--- src/rtl/atari_vid_pkg.sv ---
// Shared video definitions for the frame buffer path.
//   - Pixel field widths and the SRAM word-address width.
//   - The SRAM arbiter FSM state encoding.
//   - A helper that extracts the SRAM address {X,Y} from a packed pixel.
// A packed pixel is {X[8:0], Y[8:0], Color[7:0]}, 26 bits wide.
package atari_vid_pkg;

  localparam int PIX_X_W     = 9;
  localparam int PIX_Y_W     = 9;
  localparam int COLOR_W     = 8;
  localparam int SRAM_ADDR_W = 18;
  localparam int PIX_W       = PIX_X_W + PIX_Y_W + COLOR_W;

  typedef enum logic [1:0] {
    ST_READ  = 2'd0,
    ST_WRITE = 2'd1,
    ST_TURN  = 2'd2
  } arb_state_t;

  function automatic logic [SRAM_ADDR_W-1:0] pix_addr(input logic [PIX_W-1:0] pix);
    return pix[PIX_W-1:COLOR_W];
  endfunction

endpackage

--- src/rtl/pixel_fifo.sv ---
// Synchronous single-clock pixel FIFO.
// Ports:
//   clk, rst    : clock, asynchronous active-high reset (pointers and level only)
//   push, din   : write strobe and payload; ignored when full
//   pop         : read strobe; ignored when empty
//   dout        : head-of-queue entry (combinational read of the array)
//   level       : current occupancy, 0..DEPTH
//   full, empty : occupancy flags
// DEPTH must be a power of two so the pointers wrap naturally.
module pixel_fifo #(
  parameter int DEPTH = 32,
  parameter int W     = 26
) (
  input  logic                     clk,
  input  logic                     rst,
  input  logic                     push,
  input  logic                     pop,
  input  logic [W-1:0]             din,
  output logic [W-1:0]             dout,
  output logic [$clog2(DEPTH):0]   level,
  output logic                     full,
  output logic                     empty
);

  localparam int PTR_W = $clog2(DEPTH);
  localparam int LVL_W = PTR_W + 1;

  logic [W-1:0]     mem [DEPTH];
  logic [PTR_W-1:0] wr_ptr;
  logic [PTR_W-1:0] rd_ptr;
  logic             do_push;
  logic             do_pop;

  assign full    = (level == LVL_W'(DEPTH));
  assign empty   = (level == '0);
  assign do_push = push & ~full;
  assign do_pop  = pop & ~empty;
  assign dout    = mem[rd_ptr];

  // Storage holds no reset: stale entries are never visible past the level.
  always_ff @(posedge clk) begin
    if (do_push) mem[wr_ptr] <= din;
  end

  always_ff @(posedge clk or posedge rst) begin
    if (rst) begin
      wr_ptr <= '0;
      rd_ptr <= '0;
      level  <= '0;
    end else begin
      if (do_push) wr_ptr <= wr_ptr + PTR_W'(1);
      if (do_pop)  rd_ptr <= rd_ptr + PTR_W'(1);
      case ({do_push, do_pop})
        2'b10:   level <= level + LVL_W'(1);
        2'b01:   level <= level - LVL_W'(1);
        default: level <= level;
      endcase
    end
  end

endmodule

--- src/rtl/frame_sram_arbiter.sv ---
// Frame-buffer SRAM arbiter between NTSC pixel capture (writes) and VGA
// fetch (reads). Captured pixels queue in a FIFO and are drained into SRAM
// only while the VGA side sits in its sync window; otherwise the SRAM serves
// VGA reads with one-cycle latency. A single TURN cycle separates a write
// burst from the following reads so the data bus is released first.
// Ports:
//   iCLK, iRST                       : clock, asynchronous active-high reset
//   iPix_Valid/X/Y/Color, oPix_Ready : pixel write request and FIFO accept
//   iSync                            : VGA sync window, writes permitted
//   iRd_Addr                         : VGA fetch address
//   oSRAM_ADDR, oSRAM_DQ_OUT,
//   oSRAM_DQ_OE, oSRAM_WE_N,
//   iSRAM_DQ_IN                      : SRAM bus (all outputs registered)
//   oRd_Data, oRd_Valid              : fetched colour and its strobe
//   oLevel, oOverflow, iClr_Ovf      : FIFO occupancy, sticky drop flag, clear
module frame_sram_arbiter
  import atari_vid_pkg::*;
#(
  parameter int DEPTH  = 32,
  parameter int ADDR_W = 18
) (
  input  logic                   iCLK,
  input  logic                   iRST,
  input  logic                   iPix_Valid,
  input  logic [8:0]             iPix_X,
  input  logic [8:0]             iPix_Y,
  input  logic [7:0]             iPix_Color,
  output logic                   oPix_Ready,
  input  logic                   iSync,
  input  logic [ADDR_W-1:0]      iRd_Addr,
  output logic [ADDR_W-1:0]      oSRAM_ADDR,
  output logic [15:0]            oSRAM_DQ_OUT,
  output logic                   oSRAM_DQ_OE,
  output logic                   oSRAM_WE_N,
  input  logic [15:0]            iSRAM_DQ_IN,
  output logic [7:0]             oRd_Data,
  output logic                   oRd_Valid,
  output logic [$clog2(DEPTH):0] oLevel,
  output logic                   oOverflow,
  input  logic                   iClr_Ovf
);

  arb_state_t       state;
  logic [PIX_W-1:0] head;
  logic             fifo_full;
  logic             fifo_empty;
  logic             write_go;
  logic             fetch_vld_p0;
  logic             unused_dq_hi;

  assign unused_dq_hi = ^iSRAM_DQ_IN[15:8];
  assign oPix_Ready   = ~fifo_full;

  // Issue (or continue) a write on this edge whenever sync allows and data waits.
  assign write_go = iSync & ~fifo_empty & (state != ST_TURN);

  pixel_fifo #(
    .DEPTH (DEPTH),
    .W     (PIX_W)
  ) u_fifo (
    .clk   (iCLK),
    .rst   (iRST),
    .push  (iPix_Valid),
    .pop   (write_go),
    .din   ({iPix_X, iPix_Y, iPix_Color}),
    .dout  (head),
    .level (oLevel),
    .full  (fifo_full),
    .empty (fifo_empty)
  );

  // Overflow is sticky; a drop in the same cycle as a clear keeps it set.
  always_ff @(posedge iCLK or posedge iRST) begin
    if (iRST)                           oOverflow <= 1'b0;
    else if (iPix_Valid & fifo_full)    oOverflow <= 1'b1;
    else if (iClr_Ovf)                  oOverflow <= 1'b0;
  end

  // Stage p0: bus command issue. Outputs are registered for the state being entered.
  always_ff @(posedge iCLK or posedge iRST) begin
    if (iRST) begin
      state        <= ST_READ;
      oSRAM_ADDR   <= '0;
      oSRAM_DQ_OUT <= '0;
      oSRAM_DQ_OE  <= 1'b0;
      oSRAM_WE_N   <= 1'b1;
      fetch_vld_p0 <= 1'b0;
    end else if (write_go) begin
      state        <= ST_WRITE;
      oSRAM_ADDR   <= ADDR_W'(pix_addr(head));
      oSRAM_DQ_OUT <= {8'h00, head[COLOR_W-1:0]};
      oSRAM_DQ_OE  <= 1'b1;
      oSRAM_WE_N   <= 1'b0;
      fetch_vld_p0 <= 1'b0;
    end else begin
      // Leaving WRITE goes through TURN: the bus is released and this fetch discarded.
      state        <= (state == ST_WRITE) ? ST_TURN : ST_READ;
      oSRAM_ADDR   <= iRd_Addr;
      oSRAM_DQ_OE  <= 1'b0;
      oSRAM_WE_N   <= 1'b1;
      fetch_vld_p0 <= (state != ST_WRITE);
    end
  end

  // Stage p1: read data capture, one edge after the address was issued.
  always_ff @(posedge iCLK or posedge iRST) begin
    if (iRST) begin
      oRd_Valid <= 1'b0;
      oRd_Data  <= '0;
    end else begin
      oRd_Valid <= fetch_vld_p0;
      if (fetch_vld_p0) oRd_Data <= iSRAM_DQ_IN[7:0];
    end
  end

endmodule

--- config.mk ---
export PLATFORM = sky130hd
export DESIGN_NAME = frame_sram_arbiter
export DESIGN_NICKNAME = d
export VERILOG_FILES = /design/src/rtl/atari_vid_pkg.sv /design/src/rtl/pixel_fifo.sv /design/src/rtl/frame_sram_arbiter.sv
export SDC_FILE = /design/constraint.sdc
export NUM_CORES = 1
export LEC_CHECK = 0
export ABC_AREA = 1
export ABC_CLOCK_PERIOD_IN_PS = 3200
export BUFFER_PORTS_ARGS = -buffer_cell sky130_fd_sc_hd__buf_2
export CAP_MARGIN = 20
export CORE_MARGIN = 2
export CORE_UTILIZATION = 56
export CTS_CLUSTER_DIAMETER = 30
export DETAILED_ROUTE_END_ITERATION = 16
export PLACE_DENSITY_LB_ADDON = 0.25
export SYNTH_ARGS = -nofsm -noshare
export SYNTH_HDL_FRONTEND = slang
export SYNTH_SLANG_ARGS = --single-unit
export TNS_END_PERCENT = 30
--- constraint.sdc ---
create_clock -name iCLK -period 3.2 [get_ports iCLK]
set_input_delay 0.48 -clock iCLK [delete_from_list [all_inputs] [get_ports iCLK]]
set_output_delay 0.48 -clock iCLK [all_outputs]
set_load 0.01 [all_outputs]
# == Word level (Yosys, flattened, before mapping) ==
# Memory sizes are Yosys's and may differ from the RTL's.
# Cells that the tools add are included.
# Widths: inputs -> output; s select.
# word_totals
regBits,57
ram_bits,832
n_memories,1
inputBits,65
# memory_table
name,depth,width,rd,rd_ports_with_merged_regs,wr,line_no,rtl
u_fifo.mem,32,26,1,0,1,pixel_fifo.sv:28,logic [W-1:0] mem [DEPTH];
# classes
addsub,4
bitwise,7
n_eq_ne,6
reduce_logical,3
mux,11
# ops
cell,n
$mux 18,1
$pmux 6 s2,1
$add 5x1->5 const B,2
$mux 1,7
$add 6x1->6 const B,1
$eq 6x6->1 const B,1
$logic_not 6->1,1
$sub 6x1->6 const B,1
$and 1x1->1,5
$eq 2x1->1 const B,2
$mux 2,2
$reduce_bool 2->1,2
$eq 2x2->1 const B,1
$ne 2x1->1 const B,1
$ne 2x2->1 const B,1
$not 1->1,2

# == Longest topological paths before layout ==
# Gate-level depths: netlist (run 1).
# depth
depth_word,7
ltp_mapped,17
depth_no_buf,16

# == Cells and area by module ==
# From an unflattened synthesis (run 1), not the netlist that was laid out.
# hier_totals
cells_unflattened,3530
area_unflattened_um2,37601.1
# modules_own_cells
module,area_per_inst_um2,cells_per_inst,seq_area_each_um2,instances
pixel_fifo,35978.3,3358,25384.3,1
frame_sram_arbiter,1622.8,172,1002.2,1

# == Worst setup path before layout (run 1) ==
# Ideal clock, no wire load.
# synth_path
path_type,register -> register
startpoint,register u_fifo.level[0]
endpoint,memory u_fifo.mem[31][0] (enable)
arrival_time_ns,2.890
path_stages_with_launch,8
synth_period_minus_slack_ns,3.332
path_slack_ns,-0.132
required_ns,2.758
cell_sequence,dfrtp_1 > inv_1 > nand3_1 > nor3_1 > nor2_1 > buf_2 > inv_1 > nor3_1
# synth_between
elab_chain_len,5
# synth_lines
element,line_no,rtl
"start, declared",pixel_fifo.sv:20,"output logic [$clog2(DEPTH):0] level,"
"start signal, assigned",pixel_fifo.sv:54,2'b10: level <= level + LVL_W'(1);
"start signal, assigned",pixel_fifo.sv:55,2'b01: level <= level - LVL_W'(1);
"start signal, assigned",pixel_fifo.sv:56,default: level <= level;
$eq 6x6->1,pixel_fifo.sv:34,assign full = (level == LVL_W'(DEPTH));
$not 1->1,pixel_fifo.sv:36,assign do_push = push & ~full;
$and 1x1->1,pixel_fifo.sv:36,
$mux 1,pixel_fifo.sv:42,if (do_push) mem[wr_ptr] <= din;
$mux 1 (implied by the code),pixel_fifo.sv:42,
"end, declared",pixel_fifo.sv:28,
# Every way passes these cells.

# == Final worst setup path (run 1) ==
# layout_path
startpoint,register u_fifo.level[0]
endpoint,memory u_fifo.mem[6][15] (enable)
# Same word-level chain as after synthesis.

==> flow_summary.json, run 1 <==
{
  "outcome": "finished clean",
  "fin_crit_ns": 2.84,
  "cp-end-kind": "register",
  "fin_util_pct": 68.0,
  "power_density_nw_per_um2": 952,
  "ir_drop_mv": 1.13,
  "core_area_um2": 65700,
  "postSynthCellCount": 3444,
  "synth_area_leaders": "edfxtp_1, nand2_1, nand3_1",
  "max_clock_freq_mhz": 352,
  "drc": 0,
  "critPathLaunch": "u_fifo.level[0]",
  "cts_resized": 0,
  "clk_pin_slew_ns": 0.05,
  "r2r-start": "u_fifo.level[0]",
  "p_leak_nw": 18.3,
  "min_from": "iPix_Valid",
  "dp.cells": 4313,
  "finalWirelength_um": 99200,
  "clock-sinks": 888,
  "crit_required_ns": 3.57,
  "setup_viol_count_final": 0,
  "dp_hpwl_um": 51800,
  "critPathSlowestCell": "buf_4",
  "tritoncts": "yes",
  "die_w_um": 262,
  "insertion_delay_ns": 0.75,
  "cts_inserted_buffers": 158,
  "hold_violations": 0,
  "placed_area_um2": 39000,
  "antenna_found_initial": 15,
  "layoutNonFillerInstCount": 4638,
  "finalCritPeriodShare_pct": 88.8,
  "via_count": 25766,
  "synth_top_area_share_pct": 67.2,
  "synthArstFlopShare_pct": 6.31,
  "pin_count": 118,
  "viasPerCell": 5.56,
  "synthFlopType": "edfxtp_1",
  "rsz0062_at_grt": "false",
  "initial_utilization_pct": 56.5,
  "synthToLayoutAreaGrowth_pct": 20.3,
  "place_congestion": 0.842,
  "grtUsageTotal_pct": 29.5,
  "grt_pass1_vias": 24616,
  "die_area_um2": 68400,
  "critPathKind": "reg -> reg",
  "hold_path_class": "in -> reg",
  "yosysSeqAreaShare_pct": 71.0,
  "slowest_delay_ns": 0.53,
  "hold_buffers": 27,
  "yosys.area.top_type": "edfxtp_1",
  "port_buffers": 101,
  "gr-total-overflow": 0,
  "crit_chain": "inv_1 -> nand3_1 -> nor3_1 -> nor2_1 -> buf_4 -> nand2_1 -> buf_4 -> nor2_4 -> buf_4",
  "ctsRootBufferMaster": "clkbuf_16",
  "ant_nets": 0,
  "num_rows": 94,
  "drive_above_1_share_pct": 12.9,
  "start_kind": "register",
  "htreeDepth": 4,
  "arrival_ns": 3.21,
  "synth-seq-cells": 888,
  "synth_area_um2": 37200,
  "max_slew_margin_pct": 23.4,
  "synth_edf_count": 832,
  "drv_cap": 0,
  "fin_skew_ns": 0.0363,
  "drt-initial-drc-count": 2891,
  "postCtsSetupRepairBufs": 0,
  "worst_pin_slew_ns": 1.15,
  "grt_pass1_wl_um": 147000,
  "p_total_mw": 42.5,
  "finalInstanceArea_um2": 44700,
  "yosysUniqueCellTypes": 31,
  "synth_area_per_cell_um2": 10.8,
  "wl_per_cell_um": 21.4,
  "grt_max_degree": 192,
  "first_pass_iters": 5,
  "fin_setup_tns_ns": 0,
  "clockBufferDepth": 3,
  "cpMostUsedCell": "buf_4",
  "die_y_um": 262,
  "ys_warn_count": 0,
  "maxSlewViolCount": 0,
  "path_max_fanout": 21,
  "final_nets": 3714
}
-- placed cells by master (no fill, tap or decap), types with 27 or more instances in the layout --
cell	count
nand2_1	1171
nor2_1	162
clkbuf_16	160
clkinv_2	27
dfrtp_1	52
a21oi_1	53
buf_2	101
dlygate4sd3_1	27
o21ai_0	27
buf_4	61
inv_1	361
edfxtp_1	832
nand3_1	506
nor2_4	31
-- path summary, 6_finish.rpt --
path | depth (start not counted) | to | slack (ns)
worst min-delay path | 3 | oOverflow | 0.07
min in group asynchronous | 3 | u_fifo.wr_ptr[0] | 0.42
worst max register to register | 9 | u_fifo.mem[6][15] | 0.36
worst max-delay path | 9 | u_fifo.mem[6][15] | 0.36
max in group asynchronous | 4 | oSRAM_DQ_OUT[4] | 1.92
worst min register to register | 1 | state[1] | 0.46
-- synth_stat cells, types with 2 or more instances --
cell type,n
a21oi_1,53
buf_1,19
buf_2,90
buf_4,18
clkbuf_1,57
clkinv_1,2
dfrtp_1,55
edfxtp_1,832
ha_1,10
inv_1,363
inv_2,4
mux2_2,8
nand2_1,1172
nand3_1,506
nor2_1,193
nor3_1,3
o21ai_0,27
o21ai_1,9
o22ai_1,2
xor2_1,10
-- where the power goes --
part	total, mW	switching, mW	internal (mW)
logic	12.0	8.57	3.42
clock network	16.5	5.78	10.7
registers	14.0	0.344	13.7
total	42.5	14.7	27.8
-- registers in the layout (all words and copies together), names as in the netlist --
signal and cells:
fetch_vld_p0 1, oOverflow 1, oRd_Data 8, oRd_Valid 1
oSRAM_ADDR 18, oSRAM_DQ_OUT 8, oSRAM_WE_N 1, state 2
u_fifo.level 6, u_fifo.mem 832, u_fifo.rd_ptr 5, u_fifo.wr_ptr 5
-- through the flow --
step / hold WS, ns / setup WS, ns
floorplan: 0.352 / 0.477
global placement: 0.450 / 0.465
detailed placement: 0.453 / 0.412
CTS: 0.0329 / 0.407
global route: 0.0701 / 0.253
finish: 0.0702 / 0.357
-- final cells by class --
class	instances	area [um^2]
Clock inverter	98	1120
Multi-Input combinational cell	2009	8780
Clock buffer	194	4220
Antenna cell	4	10.0
Fill cell	4507	21000
Inverter	369	1400
Sequential cell	888	26400
Timing Repair Buffer	212	1700
Tap cell	864	1080
-- logic make-up after synthesis --
family / Yosys count / synth area share, %
muxes: 8 / 0.242
other: 1 / 0.0101
and+or+nand+nor: 1876 / 20.7
AOI/OAI and AO/OA: 95 / 1.31
xor gates and xnor gates: 11 / 0.259
buffers and inverters: 554 / 6.10
adders and majority gates: 11 / 0.391
DFF: 888 / 71.0
-- per-layer routing --
metal  GRT usage, %  up-vias  wire, um
met5              0        -        87
met4           13.4       16      3790
met3           7.19      247      9930
met2           47.1     1351     46800
met1           38.4    12331     38600
li1               -    11821         -
-- worst max-delay path: cells and delay by family (launching register included) --
kind | cells | cell delay (ns)
buffers and inverters | 4 | 1.17
AND/OR/NAND/NOR | 5 | 0.85
flip-flops | 1 | 0.44
Power figures use the tool's default switching activity.
==> run 2, diff against run 1 <==
--- a/config.mk
+++ b/config.mk
@@ -10,7 +10,7 @@
 export BUFFER_PORTS_ARGS = -buffer_cell sky130_fd_sc_hd__buf_2
 export CAP_MARGIN = 20
 export CORE_MARGIN = 2
-export CORE_UTILIZATION = 56
+export CORE_UTILIZATION = 25
 export CTS_CLUSTER_DIAMETER = 30
 export DETAILED_ROUTE_END_ITERATION = 16
 export PLACE_DENSITY_LB_ADDON = 0.25
==> flow_summary.json, run 2 (synthesized netlist as in run 1, its figures left out) <==
{
  "die_area_um2": 152000,
  "drive_above_1_share_pct": 15.5,
  "via_count": 25394,
  "ctsRootBufferMaster": "clkbuf_16",
  "power_density_nw_per_um2": 983,
  "final_cell_mix": "nand2_1, edfxtp_1, nand3_1, inv_1, clkbuf_16",
  "ir_drop_mv": 0.593,
  "viasPerCell": 4.36,
  "gr-total-overflow": 0,
  "grtUsageTotal_pct": 15.0,
  "drv_cap": 0,
  "fin_crit_ns": 2.84,
  "worst_pin_slew_ns": 1.05,
  "max_slew_margin_pct": 30.2,
  "antenna_found_initial": 14,
  "grt_max_degree": 100,
  "pin_count": 118,
  "crit_required_ns": 3.68,
  "die_w_um": 390,
  "cts_inserted_buffers": 192,
  "initial_utilization_pct": 25.2,
  "clock-sinks": 888,
  "ant_nets": 0,
  "critPathLaunch": "u_fifo.level[0]",
  "cp-end-kind": "register",
  "final_common_cell": "nand2_1",
  "multi_input_area_um2": 8780,
  "port_buffers": 101,
  "outcome": "finished clean",
  "ff_latch_area_um2": 26400,
  "drt-initial-drc-count": 1911,
  "clockBufferDepth": 3,
  "setup_viol_count_final": 0,
  "fillers": 14670,
  "tritoncts": "yes",
  "insertion_delay_ns": 0.82,
  "layoutNonFillerInstCount": 5822,
  "finalWirelength_um": 114000,
  "synthToLayoutAreaGrowth_pct": 29.1,
  "arrival_ns": 3.31,
  "final_nets": 3798,
  "rsz0062_at_grt": "false",
  "maxSlewViolCount": 0,
  "critPathKind": "reg -> reg",
  "dp_hpwl_um": 64100,
  "dp.cells": 5430,
  "htreeDepth": 4,
  "first_pass_iters": 5,
  "die_y_um": 390,
  "drc": 0,
  "hold_path_class": "in -> reg",
  "max_clock_freq_mhz": 352,
  "finalCritPeriodShare_pct": 88.7,
  "top_regs": "u_fifo.mem x832, oSRAM_ADDR x18",
  "wl_per_cell_um": 19.6,
  "fin_skew_ns": 0.0706,
  "fin_setup_tns_ns": 0,
  "largest_register_ffs": 832,
  "r2r-start": "u_fifo.level[0]",
  "place_congestion": 0.760,
  "cts_resized": 0,
  "path_max_fanout": 16,
  "num_rows": 141,
  "start_kind": "register",
  "hold_violations": 0,
  "grt_pass1_vias": 24594,
  "clk_pin_slew_ns": 0.05,
  "grt_pass1_wl_um": 167000,
  "core_area_um2": 148000,
  "min_from": "iPix_Color[3]",
  "p_leak_nw": 19.2,
  "regMostFlops": "u_fifo.mem"
}
## run 2: report_power, final
group          switching [mW]  internal [mW]  total (mW)
clock network            6.75           13.6        20.4
registers               0.395           13.7        14.1
logic                    8.95           3.73        12.7
## run 2: worst paths after layout
| path | endpoint | slack (ns) | depth (start not counted) |
|---|---|---|---|
| max in group asynchronous | oRd_Data[0] | 2.06 | 4 |
| max | u_fifo.mem[13][14] | 0.36 | 8 |
| min in group asynchronous | u_fifo.rd_ptr[4] | 0.36 | 3 |
| min | u_fifo.mem[16][3] | 0.19 | 1 |
| max reg2reg | u_fifo.mem[13][14] | 0.36 | 8 |
| min reg2reg | state[1] | 0.45 | 1 |
## run 2: worst max-delay path, stage by stage (launching register included)
cell and delay [ns]:
dfrtp_1 0.43, inv_1 0.10, nand3_1 0.12, nor3_1 0.07, nor2_1 0.20, buf_4 0.25
nand2_1 0.41, nor2_4 0.67, buf_12 0.27
## run 2: routing by layer
| layer | vias up | part of all wire (%) | global-route usage (%) |
|---|---|---|---|
| met5 | - | 0.050 | 0 |
| met4 | 8 | 2.6 | 5.46 |
| met3 | 167 | 5.8 | 2.87 |
| met2 | 679 | 45 | 23.1 |
| met1 | 12515 | 46 | 21.0 |
| li1 | 12025 | - | - |
## run 2: timing repair
action / 4_1_cts / 5_1_grt
hold buffers: 28 / 0
hold endpoints to repair: 52 / 0
buffers inserted: 0 / 0
## run 2: layout make-up
| type | count | share of cell area, % |
|---|---|---|
| Sequential cell | 888 | 55.0 |
| Timing Repair Buffer | 262 | 4.48 |
| Inverter | 369 | 2.92 |
| Tap cell | 1930 | 5.03 |
| Antenna cell | 3 | 0.0156 |
| Clock buffer | 226 | 10.5 |
| Clock inverter | 135 | 3.74 |
| Multi-Input combinational cell | 2009 | 18.3 |
## run 2: through the flow
stage | instance area (um^2) | utilization, % | setup slack, ns | hold slack, ns | total power, mW
6_report | 48000 | 32.5 | 0.362 | 0.185 | 47.2
5_1_grt | 48000 | 32.5 | 0.114 | 0.184 | 49.6
4_1_cts | 48000 | 32.5 | 0.318 | 0.126 | 47.7
3_5_place_dp | 40900 | 27.7 | 0.337 | 0.443 | 27.1
3_3_place_gp | 40900 | 27.7 | 0.358 | 0.445 | 27.0
2_1_floorplan | 37200 | - | 0.477 | 0.352 | 21.9
